## config.mk

```make
export PLATFORM = sky130hd
export DESIGN_NAME = pc_fetch_sequencer_flat
export DESIGN_NICKNAME = d
export VERILOG_FILES = /design/src/rtl/pc_fetch_sequencer_if.sv /design/src/rtl/pc_fetch_sequencer.sv /design/src/flat_wrapper.sv
export SDC_FILE = /design/constraint.sdc
export NUM_CORES = 1
export LEC_CHECK = 0
export CAP_MARGIN = 20
export CELL_PAD_IN_SITES_DETAIL_PLACEMENT = 1
export CELL_PAD_IN_SITES_GLOBAL_PLACEMENT = 2
export CORE_UTILIZATION = 26
export DETAILED_ROUTE_END_ITERATION = 8
export PLACE_DENSITY_LB_ADDON = 0.1
export SYNTH_ARGS = -nofsm -noshare
export SYNTH_HDL_FRONTEND = slang
export SYNTH_SLANG_ARGS = --single-unit
```

## constraint.sdc

```tcl
create_clock -name clk -period 3 [get_ports clk]
set_input_delay 0.45 -clock clk [delete_from_list [all_inputs] [get_ports clk]]
set_output_delay 0.45 -clock clk [all_outputs]
set_load 0.005 [all_outputs]
```

## src/rtl/pc_fetch_sequencer_if.sv

```systemverilog
// ============================================================================
// Module      : pc_fetch_sequencer_if
// Description : Instruction-memory req/ack and decode valid/ready bundle used
//               by the fetch sequencer.
// Revision    : 1.0 - initial release
// ============================================================================
`default_nettype none

interface pc_fetch_sequencer_if #(
    parameter int N = 32
);
    logic         imem_req;
    logic [N-1:0] imem_addr;
    logic         imem_ack;
    logic [N-1:0] imem_rdata;
    logic [N-1:0] instr;
    logic [N-1:0] instr_pc;
    logic         instr_valid;
    logic         instr_ready;

    modport master (
        output imem_req, imem_addr, instr, instr_pc, instr_valid,
        input  imem_ack, imem_rdata, instr_ready
    );

    modport slave (
        input  imem_req, imem_addr, instr, instr_pc, instr_valid,
        output imem_ack, imem_rdata, instr_ready
    );
endinterface

`default_nettype wire

```

## src/rtl/pc_fetch_sequencer.sv

```systemverilog
// ============================================================================
// Module      : pc_fetch_sequencer
// Description : PC owner and fetch sequencer (BOOT/REQ/VALID); redirect
//               priority trap > jump > branch > PC+4. Optional macro
//               PC_ALIGN_CHECK_EN traps misaligned redirect targets.
// Revision    : 1.0 - initial release
// ============================================================================
`default_nettype none

module pc_fetch_sequencer #(
    parameter int          N            = 32,
    parameter logic [N-1:0] RESET_VECTOR = 32'h0000_0000,
    parameter logic [N-1:0] TRAP_VECTOR  = 32'h0000_0100
) (
    input  wire logic              clk,
    input  wire logic              rst,
    input  wire logic              stall,
    input  wire logic              branch_taken,
    input  wire logic [N-1:0]      branch_target,
    input  wire logic              jump,
    input  wire logic [N-1:0]      jump_target,
    input  wire logic              trap,
    input  wire logic [N-1:0]      trap_target,
    pc_fetch_sequencer_if.master   bus,
    output logic [N-1:0]           pc,
    output logic                   misalign
);

    localparam logic [1:0] S_BOOT  = 2'd0;
    localparam logic [1:0] S_REQ   = 2'd1;
    localparam logic [1:0] S_VALID = 2'd2;

    logic [1:0]   r_state;
    logic [1:0]   w_next_state;
    logic [N-1:0] r_pc;
    logic [N-1:0] r_instr;
    logic [N-1:0] r_instr_pc;
    logic         r_instr_valid;
    logic         r_pend;
    logic [N-1:0] r_pend_tgt;
    logic         w_redir;
    logic [N-1:0] w_sel;
    logic [N-1:0] w_tgt;

    assign w_redir = trap | jump | branch_taken;

    always_comb begin
        w_sel = branch_target;
        if (jump) w_sel = jump_target;
        if (trap) w_sel = trap_target;
    end

`ifdef PC_ALIGN_CHECK_EN
    logic w_mis;
    logic r_misalign;

    assign w_mis = w_redir && (w_sel[1:0] != 2'b00);
    assign w_tgt = w_mis ? TRAP_VECTOR : w_sel;

    // Pulse follows the cycle in which the misaligned redirect was captured.
    always_ff @(posedge clk or negedge rst) begin
        if (!rst) r_misalign <= 1'b0;
        else      r_misalign <= (r_state != S_BOOT) && w_mis;
    end
    assign misalign = r_misalign;
`else
    logic w_unused_trap_vector;

    assign w_unused_trap_vector = ^TRAP_VECTOR;
    assign w_tgt                = w_sel;
    assign misalign             = 1'b0;
`endif

    always_ff @(posedge clk or negedge rst) begin
        if (!rst) r_state <= S_BOOT;
        else      r_state <= w_next_state;
    end

    always_comb begin
        w_next_state = r_state;
        case (r_state)
            S_BOOT:  w_next_state = S_REQ;
            S_REQ:   if (bus.imem_ack && !w_redir && !r_pend) w_next_state = S_VALID;
            S_VALID: if (w_redir || (bus.instr_ready && !stall)) w_next_state = S_REQ;
            default: w_next_state = S_BOOT;
        endcase
    end

    always_comb begin
        bus.imem_req = (r_state == S_REQ);
    end

    // A redirect seen while a fetch is outstanding is parked until the ack so
    // the memory sees a stable address for the whole request.
    always_ff @(posedge clk or negedge rst) begin
        if (!rst) begin
            r_pc          <= RESET_VECTOR;
            r_instr       <= '0;
            r_instr_pc    <= '0;
            r_instr_valid <= 1'b0;
            r_pend        <= 1'b0;
            r_pend_tgt    <= '0;
        end else begin
            case (r_state)
                S_REQ: begin
                    if (bus.imem_ack) begin
                        if (w_redir) begin
                            r_pc   <= w_tgt;
                            r_pend <= 1'b0;
                        end else if (r_pend) begin
                            r_pc   <= r_pend_tgt;
                            r_pend <= 1'b0;
                        end else begin
                            r_instr       <= bus.imem_rdata;
                            r_instr_pc    <= r_pc;
                            r_instr_valid <= 1'b1;
                        end
                    end else if (w_redir) begin
                        r_pend_tgt <= w_tgt;
                        r_pend     <= 1'b1;
                    end
                end
                S_VALID: begin
                    if (w_redir) begin
                        r_instr_valid <= 1'b0;
                        r_pc          <= w_tgt;
                    end else if (bus.instr_ready && !stall) begin
                        r_instr_valid <= 1'b0;
                        r_pc          <= r_pc + N'(4);
                    end
                end
                default: ;
            endcase
        end
    end

    assign pc              = r_pc;
    assign bus.imem_addr   = r_pc;
    assign bus.instr       = r_instr;
    assign bus.instr_pc    = r_instr_pc;
    assign bus.instr_valid = r_instr_valid;

endmodule

`default_nettype wire
```

## src/flat_wrapper.sv

```systemverilog
// flat-port wrapper written by rule: the top's interface ports become plain ports
module pc_fetch_sequencer_flat 
#(
    parameter int          N            = 32,
    parameter logic [N-1:0] RESET_VECTOR = 32'h0000_0000,
    parameter logic [N-1:0] TRAP_VECTOR  = 32'h0000_0100
)
  (clk, rst, stall, branch_taken, branch_target, jump, jump_target, trap, trap_target, pc, misalign, bus_imem_req, bus_imem_addr, bus_instr, bus_instr_pc, bus_instr_valid, bus_imem_ack, bus_imem_rdata, bus_instr_ready);
  pc_fetch_sequencer_if #(.N(N)) bus_i ();
  input  wire logic clk;
  input  wire logic rst;
  input  wire logic stall;
  input  wire logic branch_taken;
  input  wire logic [N-1:0] branch_target;
  input  wire logic jump;
  input  wire logic [N-1:0] jump_target;
  input  wire logic trap;
  input  wire logic [N-1:0] trap_target;
  output logic [N-1:0] pc;
  output logic misalign;
  output wire logic [$bits(bus_i.imem_req)-1:0] bus_imem_req;
  output wire logic [$bits(bus_i.imem_addr)-1:0] bus_imem_addr;
  output wire logic [$bits(bus_i.instr)-1:0] bus_instr;
  output wire logic [$bits(bus_i.instr_pc)-1:0] bus_instr_pc;
  output wire logic [$bits(bus_i.instr_valid)-1:0] bus_instr_valid;
  input wire logic [$bits(bus_i.imem_ack)-1:0] bus_imem_ack;
  input wire logic [$bits(bus_i.imem_rdata)-1:0] bus_imem_rdata;
  input wire logic [$bits(bus_i.instr_ready)-1:0] bus_instr_ready;
  assign bus_imem_req = bus_i.imem_req;
  assign bus_imem_addr = bus_i.imem_addr;
  assign bus_instr = bus_i.instr;
  assign bus_instr_pc = bus_i.instr_pc;
  assign bus_instr_valid = bus_i.instr_valid;
  assign bus_i.imem_ack = bus_imem_ack;
  assign bus_i.imem_rdata = bus_imem_rdata;
  assign bus_i.instr_ready = bus_instr_ready;
  pc_fetch_sequencer #(.N(N), .RESET_VECTOR(RESET_VECTOR), .TRAP_VECTOR(TRAP_VECTOR)) u_core (.clk(clk), .rst(rst), .stall(stall), .branch_taken(branch_taken), .branch_target(branch_target), .jump(jump), .jump_target(jump_target), .trap(trap), .trap_target(trap_target), .bus(bus_i), .pc(pc), .misalign(misalign));
endmodule
```

==> impl_results.md <==
* Outcome: complete, but fails checks
* Failing checks: design-rule violations
* Sequential cell area at 3303 sq um
* Slew Viols, Final at 0
* Vias at 6180
* Vias in the first global route at 6279
* Post-CTS resize count at 0
* Share of cells above drive strength 1 at 16.07%
* Critical path type: flip-flop to flip-flop
* Post-synth top area share at 47.67%
* YS warnings at 0
* Mean Syn Cell Area at 10.34 sq um
* Routed Antenna Nets at 0
* Count leader, synth: dfrtp_1
* Placed insts at 1224
* TritonCTS clock tree: built
* Total Routing Usage GR at 17.67%
* Routed wire length per instance at 18.83 microns
* Sequential share of the synthesized area at 47.67%
* Total grt overflow at 0
* Root buf cell: clkbuf_16
* Initial Utilization at 26.52%
* Die X at 165.3 microns
* Pre-CTS setup slack at 300.6 ps
* Via density at 4.920
* Final setup margin at 434.3 ps
* RD Place Congestion at 0.7847
* Max clock buf depth at 2
* CP endpoint kind: flip-flop
* Number of flops mapped to enable cells by yosys at 0
* FF-to-FF Start: u_core.bus.imem_addr[3]
* Row count at 59
* Post-layout power at 9.387 mW
* Reg2Reg Depth at 6
* Lkg Pwr at 4.295 nW
* Fin cells at 1256
* Crit-path max cell delay at 590 ps
* Main area contributors after synthesis: dfrtp_1 (48%), mux2_2 (11%), a22o_1 (4.9%)
* Post-Syn Area at 6929 sq um
* Area of the multi-input gates at 3119 sq um
* Cell area after layout at 10440 sq um
* RSZ-0062 raised after global routing: no
* # fillers at 2869
* Worst setup SP type: flip-flop
* Largest net degree at the start of global routing at 77
* Cell family with most CP delay: simple AND/OR/NAND/NOR gates
* Post-synth top cells: dfrtp_1 (132), mux2_2 (66), o21ai_0 (61), nand2_1 (57), a22o_1 (39)
* Skew final at 13.56 ps
* Wire length of the first global-routing pass at 36.60 mm
* Final TNS setup at 0 ps
* Largest area contributor in the netlist: dfrtp_1
* Post-Syn Nets at 811
* Area after DPL at 9823 sq um
* Slew @ Worst Pin at 703.7 ps
* Port Buffers at 265
* Worst Hold Launch: u_core.r_pend_tgt[31]
* Hold Vio Cnt, Final at 0
* Critical Path Fanout Max at 10
* Nets at 1050
* Htree depth at 4
* Boundary pin count at 267
* DRC marker count from the first detailed-route iteration at 300
* CP Data Arrival Time at 2890 ps
* Period Utilization, post-route at 85.52%
* RR Endpoint: u_core.bus.imem_addr[30]
* Crit path max-delay cell type: or3_1
* Pwr/cell area at 899.5 nW/um^2
* Drt pass-1 iters at 7
* Clock sink total at 132
* DRC at 38
* FF+latch count, synth at 132
* Max-Cap Viols at 0
* Cells after synthesis at 670
* Worst EP required at 3330 ps
* DP HPWL at 17.85 mm
* Min cycle time layout at 2566 ps
* Worst hold path class: flip-flop to flip-flop
* Die area at 27310 sq um
* Clk Latency, worst-skew pair at 430 ps
* Post-synth top flop: dfrtp_1
* Worst vdd ir at 0.0003599 V
* Core area at 26130 sq um
* Area growth syn-to-layout at 50.60%
* Post-CTS Setup Inserts at 0
* WHS at 486.8 ps
* Fmax at 389.8 MHz
* CTS clk-pin slew, worst paths at 60 ps
* Unique masters post-synth at 59
* Initial antenna violation count at 0
* Hold endpoint: u_core.r_pend_tgt[31]
* Share of async-settable or async-resettable flops after synthesis at 100.0%
* Worst hold path depth at 2
* R2r setup slk at 430 ps
* Fin util at 39.93%
* Worst Path Buf+Inv at 0
* # diodes at 0
* Crit path cell chain: ha_1 > nand4_2 > or3_1 > or3_4 > o41a_1 > o221ai_2
* Final setup fails at 0
* TritonCTS Buffers at 17
* Die Y at 165.3 microns
* Detailed Route WL at 23.65 mm
* Slew margin rel. at 52.91%
-- state kept, by name, indices dropped and copies added (netlist names) --
| signal | cells |
|---|---|
| u_core.r_pend | 1 |
| u_core.bus.imem_addr | 32 |
| u_core.r_state | 2 |
| u_core.r_pend_tgt | 32 |
| u_core.bus.instr | 32 |
| u_core.bus.instr_pc | 32 |
| u_core.bus.instr_valid | 1 |
-- cell type report --
| class | instances | share of cell area [%] |
|---|---|---|
| Tap cell | 335 | 4.017 |
| Clock buffer | 17 | 4.077 |
| Inverter | 10 | 0.3597 |
| Sequential cell | 132 | 31.65 |
| Clock inverter | 14 | 1.691 |
| Multi-Input combinational cell | 447 | 29.89 |
| Timing Repair Buffer | 301 | 28.31 |
-- cell usage in the layout (no fill, tap or decap), types with 16 or more instances in the layout --
| cell | synthesis | routed |
|---|---|---|
| nand2_1 | 57 | 57 |
| clkbuf_16 | 0 | 17 |
| buf_4 | 35 | 32 |
| a22o_1 | 39 | 39 |
| dfrtp_1 | 132 | 132 |
| mux2_2 | 66 | 66 |
| nor2_1 | 17 | 16 |
| a31oi_1 | 16 | 16 |
| a22oi_1 | 19 | 19 |
| a21oi_1 | 27 | 27 |
| clkdlybuf4s50_1 | 0 | 262 |
| o21ai_0 | 61 | 61 |
-- worst reg2reg max path: cells and delay by family (launching register included) --
kind / cells / cell delay [ps]
flops: 1 / 450
simple gates: 3 / 1180
compound gates: 2 / 560
fa+ha+maj: 1 / 280
-- per-layer routing --
layer  wire length, microns  GRT usage [%]
met3                   1259          3.546
met4                    165          4.379
met5                      0              0
met2                  10940          27.29
met1                  11290          25.05
-- worst max path at each step --
| stage | startpoint | to | slack, ps | cells past startpoint |
|---|---|---|---|---|
| after floorplan | u_core.bus.imem_addr[2] | u_core.bus.imem_addr[30] | 750 | 7 |
| after global placement | branch_taken | u_core.bus.imem_addr[13] | 370 | 8 |
| after detailed placement | branch_taken | u_core.bus.imem_addr[4] | 300 | 8 |
| after CTS | u_core.bus.imem_addr[3] | u_core.bus.imem_addr[30] | 430 | 6 |
| after global routing | u_core.bus.imem_addr[3] | u_core.bus.imem_addr[30] | 270 | 6 |
| final | u_core.bus.imem_addr[3] | u_core.bus.imem_addr[30] | 430 | 6 |
-- logic make-up (layout without fill, tap and decap cells) --
family	count (synthesis)	count (layout)	synth area share, %
muxes	67	67	10.87
and+or+nand+nor	169	169	12.91
DFF	132	132	47.67
buffers and inverters	91	342	7.584
AOI/OAI and AO/OA	205	205	20.01
other	1	1	0.05412
adders and majority gates	5	5	0.9029
-- power by group --
part | internal, mW | switching (mW)
logic | 2.38 | 1.55
registers | 2.54 | 0.757
clock network | 1.31 | 0.834
-- what timing repair did --
item | CTS | global route
hold endpoints to repair | 1 | 0
hold buffers | 1 | 0
endpoints found under the setup margin | 0 | 0
Power figures use the tool's default switching activity.
